<file path="src/rtl/exhaustive_bist.sv">
// Exhaustive BIST controller: sweeps every input vector into a combinational
// block, folds its responses into a MISR and compares against a golden signature.
//
// state | meaning
// IDLE  | waiting for start, outputs held from reset
// RUN   | sweeping vectors, holding each for HOLD cycles
// DONE  | sweep complete, signature and pass frozen until next start
module exhaustive_bist #(
  parameter int                N_IN      = 4,
  parameter int                N_OUT     = 2,
  parameter int                HOLD      = 1,
  parameter int                MISR_W    = 16,
  parameter logic [MISR_W-1:0] MISR_POLY = 16'h8016,
  parameter logic [MISR_W-1:0] SEED      = '0,
  parameter logic [MISR_W-1:0] GOLDEN    = '0
) (
  input  logic              clk,
  input  logic              rst_n,
  input  logic              start,
  output logic [N_IN-1:0]   vec_out,
  input  logic [N_OUT-1:0]  resp_in,
  output logic              sample,
  output logic              busy,
  output logic              done,
  output logic              pass,
  output logic [MISR_W-1:0] signature
);

  localparam int HW = (HOLD > 1) ? $clog2(HOLD) : 1;
  localparam logic [N_IN-1:0] VEC_LAST  = '1;
  localparam logic [HW-1:0]   HOLD_LAST = HW'(HOLD - 1);

  typedef enum logic [1:0] {IDLE, RUN, DONE} state_t;

  state_t              state_q, state_d;
  logic [N_IN-1:0]     vec_q, vec_d;
  logic [HW-1:0]       hold_q, hold_d;
  logic [MISR_W-1:0]   sig_q, sig_d;
  logic                pass_q, pass_d;
  logic [MISR_W-1:0]   resp_ext;
  logic [MISR_W-1:0]   misr_next;
  logic                sample_c;

  always_ff @(posedge clk or negedge rst_n) begin
    if (!rst_n) begin
      state_q <= IDLE;
      vec_q   <= '0;
      hold_q  <= '0;
      sig_q   <= SEED;
      pass_q  <= 1'b0;
    end else begin
      state_q <= state_d;
      vec_q   <= vec_d;
      hold_q  <= hold_d;
      sig_q   <= sig_d;
      pass_q  <= pass_d;
    end
  end

  always_comb begin
    state_d  = state_q;
    vec_d    = vec_q;
    hold_d   = hold_q;
    sig_d    = sig_q;
    pass_d   = pass_q;
    resp_ext = '0;
    resp_ext[N_OUT-1:0] = resp_in;
    sample_c  = (state_q == RUN) && (hold_q == HOLD_LAST);
    misr_next = {sig_q[MISR_W-2:0], 1'b0}
              ^ (sig_q[MISR_W-1] ? MISR_POLY : '0)
              ^ resp_ext;

    case (state_q)
      IDLE, DONE: begin
        if (start) begin
          state_d = RUN;
          vec_d   = '0;
          hold_d  = '0;
          sig_d   = SEED;
          pass_d  = 1'b0;
        end
      end
      RUN: begin
        // start is deliberately ignored here so a sweep can never be disturbed
        if (sample_c) begin
          sig_d  = misr_next;
          hold_d = '0;
          if (vec_q == VEC_LAST) begin
            state_d = DONE;
            pass_d  = (misr_next == GOLDEN);
          end else begin
            vec_d = vec_q + 1'b1;
          end
        end else begin
          hold_d = hold_q + 1'b1;
        end
      end
      default: state_d = IDLE;
    endcase
  end

  assign vec_out   = vec_q;
  assign sample    = sample_c;
  assign busy      = (state_q == RUN);
  assign done      = (state_q == DONE);
  assign pass      = pass_q;
  assign signature = sig_q;

endmodule

</file>
<file path="config.mk">
export PLATFORM = sky130hd
export DESIGN_NAME = exhaustive_bist
export DESIGN_NICKNAME = d
export VERILOG_FILES = /design/src/rtl/exhaustive_bist.sv
export SDC_FILE = /design/constraint.sdc
export NUM_CORES = 1
export LEC_CHECK = 0
export BUFFER_PORTS_ARGS = -buffer_cell sky130_fd_sc_hd__buf_2
export CORE_UTILIZATION = 47
export CTS_CLUSTER_SIZE = 28
export DETAILED_ROUTE_END_ITERATION = 10
export PLACE_DENSITY = 0.78
export SLEW_MARGIN = 10
export SYNTH_ARGS = -nofsm -noshare
export SYNTH_HDL_FRONTEND = slang
export SYNTH_SLANG_ARGS = --single-unit
export TNS_END_PERCENT = 10
</file>
<file path="constraint.sdc">
create_clock -name clk -period 1.74 [get_ports clk]
set_input_delay 0.087 -clock clk [delete_from_list [all_inputs] [get_ports clk]]
set_output_delay 0.087 -clock clk [all_outputs]
set_load 0.005 [all_outputs]
</file>
==> run_summary.xml <==
<?xml version="1.0" encoding="UTF-8"?>
<metrics>
  <group name="setup_path">
    <metric name="worst_setup_path_end_kind" unit="">output pin</metric>
    <metric name="cp.arrival" unit="ns">1.50</metric>
    <metric name="critical_path.n_buffers_inverters" unit="">4</metric>
    <metric name="timing.critical_path.required" unit="ns">1.65</metric>
    <metric name="cell_type_group_with_the_largest_total_delay_on_the_critical_path" unit="">buffers and inverters</metric>
    <metric name="worstPathMaxFanout" unit="">26</metric>
    <metric name="timing.critical_path.from_type" unit="">flip-flop</metric>
    <metric name="timing_worst_setup_path_type" unit="">reg2out</metric>
    <metric name="cp_cell_sequence" unit="">nand2b_4, clkinv_2, nand2b_4, clkinv_2, buf_6, buf_2</metric>
    <metric name="delay_of_the_slowest_critical_path_stage" unit="ns">0.44</metric>
    <metric name="crit_path_top_delay_cell" unit="">sky130_fd_sc_hd__dfrtp_1</metric>
  </group>
  <group name="synthesis">
    <metric name="largest_family_of_logic_cells_by_synthesized_area" unit="">simple AND/OR/NAND/NOR gates</metric>
    <metric name="yosys.area_share.adder" unit="%">1.12</metric>
    <metric name="syn-num-nets" unit="">125</metric>
    <metric name="synth-seq-cells" unit="">24</metric>
    <metric name="post_synth_inst_count" unit="">119</metric>
    <metric name="synth.avg_cell_area" unit="um2">9.39</metric>
    <metric name="yosys.cell_types.count" unit="">26</metric>
    <metric name="netlist_area" unit="mm2">0.00112</metric>
    <metric name="yosysSeqAreaShare" unit="%">53.8</metric>
    <metric name="yosys_warnings" unit="">0</metric>
    <metric name="basic_gate_share_of_the_synthesized_area_counting_and_or_nand_and_nor_cells" unit="%">23.2</metric>
    <metric name="compound_gate_fraction_of_synth_area" unit="%">13.1</metric>
    <metric name="post_synth_mux_area_share" unit="%">0</metric>
    <metric name="synth_xor_xnor_area_share" unit="%">4.70</metric>
  </group>
  <group name="sta">
    <metric name="layout_min_cycle_time" unit="ns">1.59</metric>
    <metric name="worst_slew_margin_rel" unit="%">64.9</metric>
    <metric name="maxSlewViolCount" unit="">0</metric>
    <metric name="setup_violations" unit="">0</metric>
    <metric name="tightest_slew" unit="ns">0.526</metric>
    <metric name="final.hold.worst_slack" unit="ns">0.195</metric>
    <metric name="final.period_utilization" unit="%">91.1</metric>
    <metric name="final_hold_viol_count" unit="">0</metric>
    <metric name="setup_total_neg_slack" unit="ns">0</metric>
    <metric name="rsz_0062_raised_after_global_routing" unit="">no</metric>
    <metric name="finalClockSkew" unit="ns">0.0145</metric>
    <metric name="fmax" unit="GHz">0.631</metric>
  </group>
  <group name="clock_network">
    <metric name="clock_path_buffers" unit="">2</metric>
    <metric name="clockRootBuffer" unit="">sky130_fd_sc_hd__clkbuf_4</metric>
    <metric name="path_clk_slew" unit="ns">0.12</metric>
    <metric name="post_cts_buffers" unit="">0</metric>
    <metric name="cts_num_sinks" unit="">24</metric>
    <metric name="cts-buffers-inserted" unit="">3</metric>
    <metric name="cts_tree" unit="">built</metric>
    <metric name="clk-insertion-delay-late" unit="ns">0.32</metric>
    <metric name="h-tree-depth" unit="">1</metric>
  </group>
  <group name="finish">
    <metric name="drive_gt1_share" unit="%">26.5</metric>
    <metric name="register_area" unit="um2">601</metric>
    <metric name="final_cell_mix" unit="">28 x sky130_fd_sc_hd__nand2_1, 28 x sky130_fd_sc_hd__buf_2, 24 x sky130_fd_sc_hd__dfrtp_1</metric>
    <metric name="nets" unit="">158</metric>
    <metric name="multi_input_area" unit="um2">470</metric>
    <metric name="fillers" unit="">185</metric>
    <metric name="areaGrowthSynthToFinish" unit="%">22.8</metric>
    <metric name="insertedDiodeCount" unit="">0</metric>
  </group>
  <group name="power">
    <metric name="power.combinational.fraction" unit="%">39.2</metric>
    <metric name="share_of_power_burned_in_registers" unit="%">43.7</metric>
    <metric name="finalPower" unit="mW">2.37</metric>
    <metric name="internal_power" unit="mW">1.46</metric>
    <metric name="switching_share" unit="%">38.4</metric>
    <metric name="p_sw" unit="uW">912</metric>
    <metric name="irDropWorstVdd" unit="V">0.000911</metric>
    <metric name="clockPowerShare" unit="%">17.1</metric>
    <metric name="leakage_power_total" unit="nW">0.689</metric>
    <metric name="power.density" unit="mW/mm2">1730</metric>
  </group>
  <group name="grt">
    <metric name="number_of_antenna_violations_at_the_first_check_in_global_routing" unit="">0</metric>
    <metric name="grt_start_max_net_pins" unit="">27</metric>
    <metric name="grt_first_pass_wirelength" unit="um">3880</metric>
    <metric name="grt_pass1_vias" unit="">929</metric>
    <metric name="grt.total_usage" unit="%">20.7</metric>
    <metric name="grt_remaining_overflow" unit="">0</metric>
  </group>
  <group name="detailed_routing">
    <metric name="antenna_left" unit="">0</metric>
    <metric name="drcViolationCount" unit="">0</metric>
    <metric name="route.vias.total" unit="">971</metric>
    <metric name="drt-vias-per-instance" unit="">5.42</metric>
    <metric name="initialDrtViolationCount" unit="">16</metric>
    <metric name="drt-total-wl" unit="um">2350</metric>
    <metric name="drt_pass1_iterations" unit="">6</metric>
    <metric name="detail_route.wl_per_cell" unit="um">13.1</metric>
  </group>
  <group name="floorplanning">
    <metric name="fp.dieH" unit="um">50.8</metric>
    <metric name="fp.dieArea" unit="mm2">0.00258</metric>
    <metric name="initial_utilization" unit="%">50.0</metric>
    <metric name="placement_rows" unit="">17</metric>
    <metric name="core_area" unit="mm2">0.00223</metric>
    <metric name="ios" unit="">29</metric>
    <metric name="fp.dieW" unit="um">50.8</metric>
  </group>
  <group name="worst_hold_path">
    <metric name="worst_hold_path_type" unit="">in2reg</metric>
  </group>
  <group name="run">
    <metric name="maxCapViolations" unit="">0</metric>
  </group>
  <group name="status">
    <metric name="status" unit="">complete, no violations</metric>
  </group>
  <group name="place">
    <metric name="dp_hpwl" unit="um">1680</metric>
    <metric name="port_buffers" unit="">28</metric>
    <metric name="gp_congestion" unit="">0.769</metric>
  </group>
</metrics>
final timing paths:
| path | start | endpoint | slack [ns] | cells after the start |
|---|---|---|---|---|
| worst max-delay path | state_q[0] | sample | 0.15 | 6 |
| worst min-delay path | resp_in[1] | signature[1] | 0.19 | 4 |
| worst max register to register | vec_out[0] | pass | 0.21 | 4 |
| worst min register to register | pass | pass | 0.52 | 2 |
| max in group asynchronous | rst_n | hold_q | 1.13 | 2 |
| min in group asynchronous | rst_n | signature[0] | 0.25 | 2 |
tightest hold or removal path, stage by stage:
cell                      delay, ns
sky130_fd_sc_hd__buf_2         0.09
sky130_fd_sc_hd__xor2_1        0.07
sky130_fd_sc_hd__xnor2_1       0.16
sky130_fd_sc_hd__o21ai_0       0.07
cell type report:
cell class              instances  area share, %
flip-flops and latches         24           43.8
well taps                      28           2.55
repair buffers                 34           14.3
clock inverters                 1           2.19
multi-input cells              85           34.3
clock buffers                   3           1.64
inverters                       4           1.28
flip-flops by register name (all words and copies together), names as in the netlist:
name / cells
state_q: 2
hold_q: 1
pass: 1
vec_out: 4
signature: 16
cell usage after synthesis:
master / n / share of area [%]
sky130_fd_sc_hd__a2111oi_0: 1 / 0.78
sky130_fd_sc_hd__a21o_1: 1 / 0.67
sky130_fd_sc_hd__a21oi_2: 1 / 0.78
sky130_fd_sc_hd__and3_1: 3 / 1.7
sky130_fd_sc_hd__buf_1: 1 / 0.34
sky130_fd_sc_hd__buf_2: 5 / 2.2
sky130_fd_sc_hd__clkinv_2: 2 / 0.90
sky130_fd_sc_hd__dfrtp_1: 24 / 54
sky130_fd_sc_hd__ha_1: 1 / 1.1
sky130_fd_sc_hd__inv_1: 2 / 0.67
sky130_fd_sc_hd__nand2_1: 28 / 9.4
sky130_fd_sc_hd__nand2b_1: 2 / 1.1
sky130_fd_sc_hd__nand2b_4: 2 / 2.5
sky130_fd_sc_hd__nand3_1: 7 / 3.1
sky130_fd_sc_hd__nand4_1: 1 / 0.56
sky130_fd_sc_hd__nor2_1: 2 / 0.67
sky130_fd_sc_hd__nor2b_1: 1 / 0.56
sky130_fd_sc_hd__nor3_1: 1 / 0.45
sky130_fd_sc_hd__nor4_1: 3 / 1.7
sky130_fd_sc_hd__o21ai_0: 20 / 9.0
sky130_fd_sc_hd__o22ai_1: 1 / 0.56
sky130_fd_sc_hd__o31ai_1: 2 / 1.3
sky130_fd_sc_hd__or3_1: 1 / 0.56
sky130_fd_sc_hd__or4b_1: 1 / 0.90
sky130_fd_sc_hd__xnor2_1: 4 / 3.1
sky130_fd_sc_hd__xor2_1: 2 / 1.6
timing repair:
action / CTS / global route
hold endpoints to repair: 26 / 0
endpoints found under the setup margin: 0 / 1
gates resized for setup: 0 / 1
hold buffers: 3 / 0
stage by stage:
step	cells	setup WS [ns]	area, um2	util, %
after floorplan	119	0.313	1120	-
after global placement	172	0.302	1290	57.6
after detailed placement	172	0.242	1290	57.6
after CTS	179	0.101	1370	61.3
after global routing	179	0.0563	1370	61.5
final	179	0.155	1370	61.5
cell families after synthesis:
logic type | count (synthesis)
AOI/OAI and AO/OA | 26
and+or+nand+nor | 52
buffers and inverters | 10
xor gates and xnor gates | 6
adders and majority gates | 1
DFF | 24
power by group through the flow:
| stage | Sequential [mW] | Clock [mW] | Combinational, mW |
|---|---|---|---|
| global placement | 1.03 | 0 | 0.886 |
| CTS | 1.04 | 0.414 | 0.936 |
| global route | 1.07 | 0.435 | 1.06 |
| floorplan | 1.01 | 0 | 0.579 |
| detailed placement | 1.05 | 0 | 0.923 |
| finish | 1.04 | 0.406 | 0.930 |
per-layer routing:
| layer | track usage (%) | wire length [um] | up-vias |
|---|---|---|---|
| met3 | 2.73 | 78 | 4 |
| met2 | 36.9 | 1200 | 24 |
| met1 | 24.3 | 1050 | 470 |
| met4 | 9.72 | 23 | 0 |
| met5 | 0 | 0 | - |
| li1 | - | - | 473 |
(Power assumes the default switching activity.)
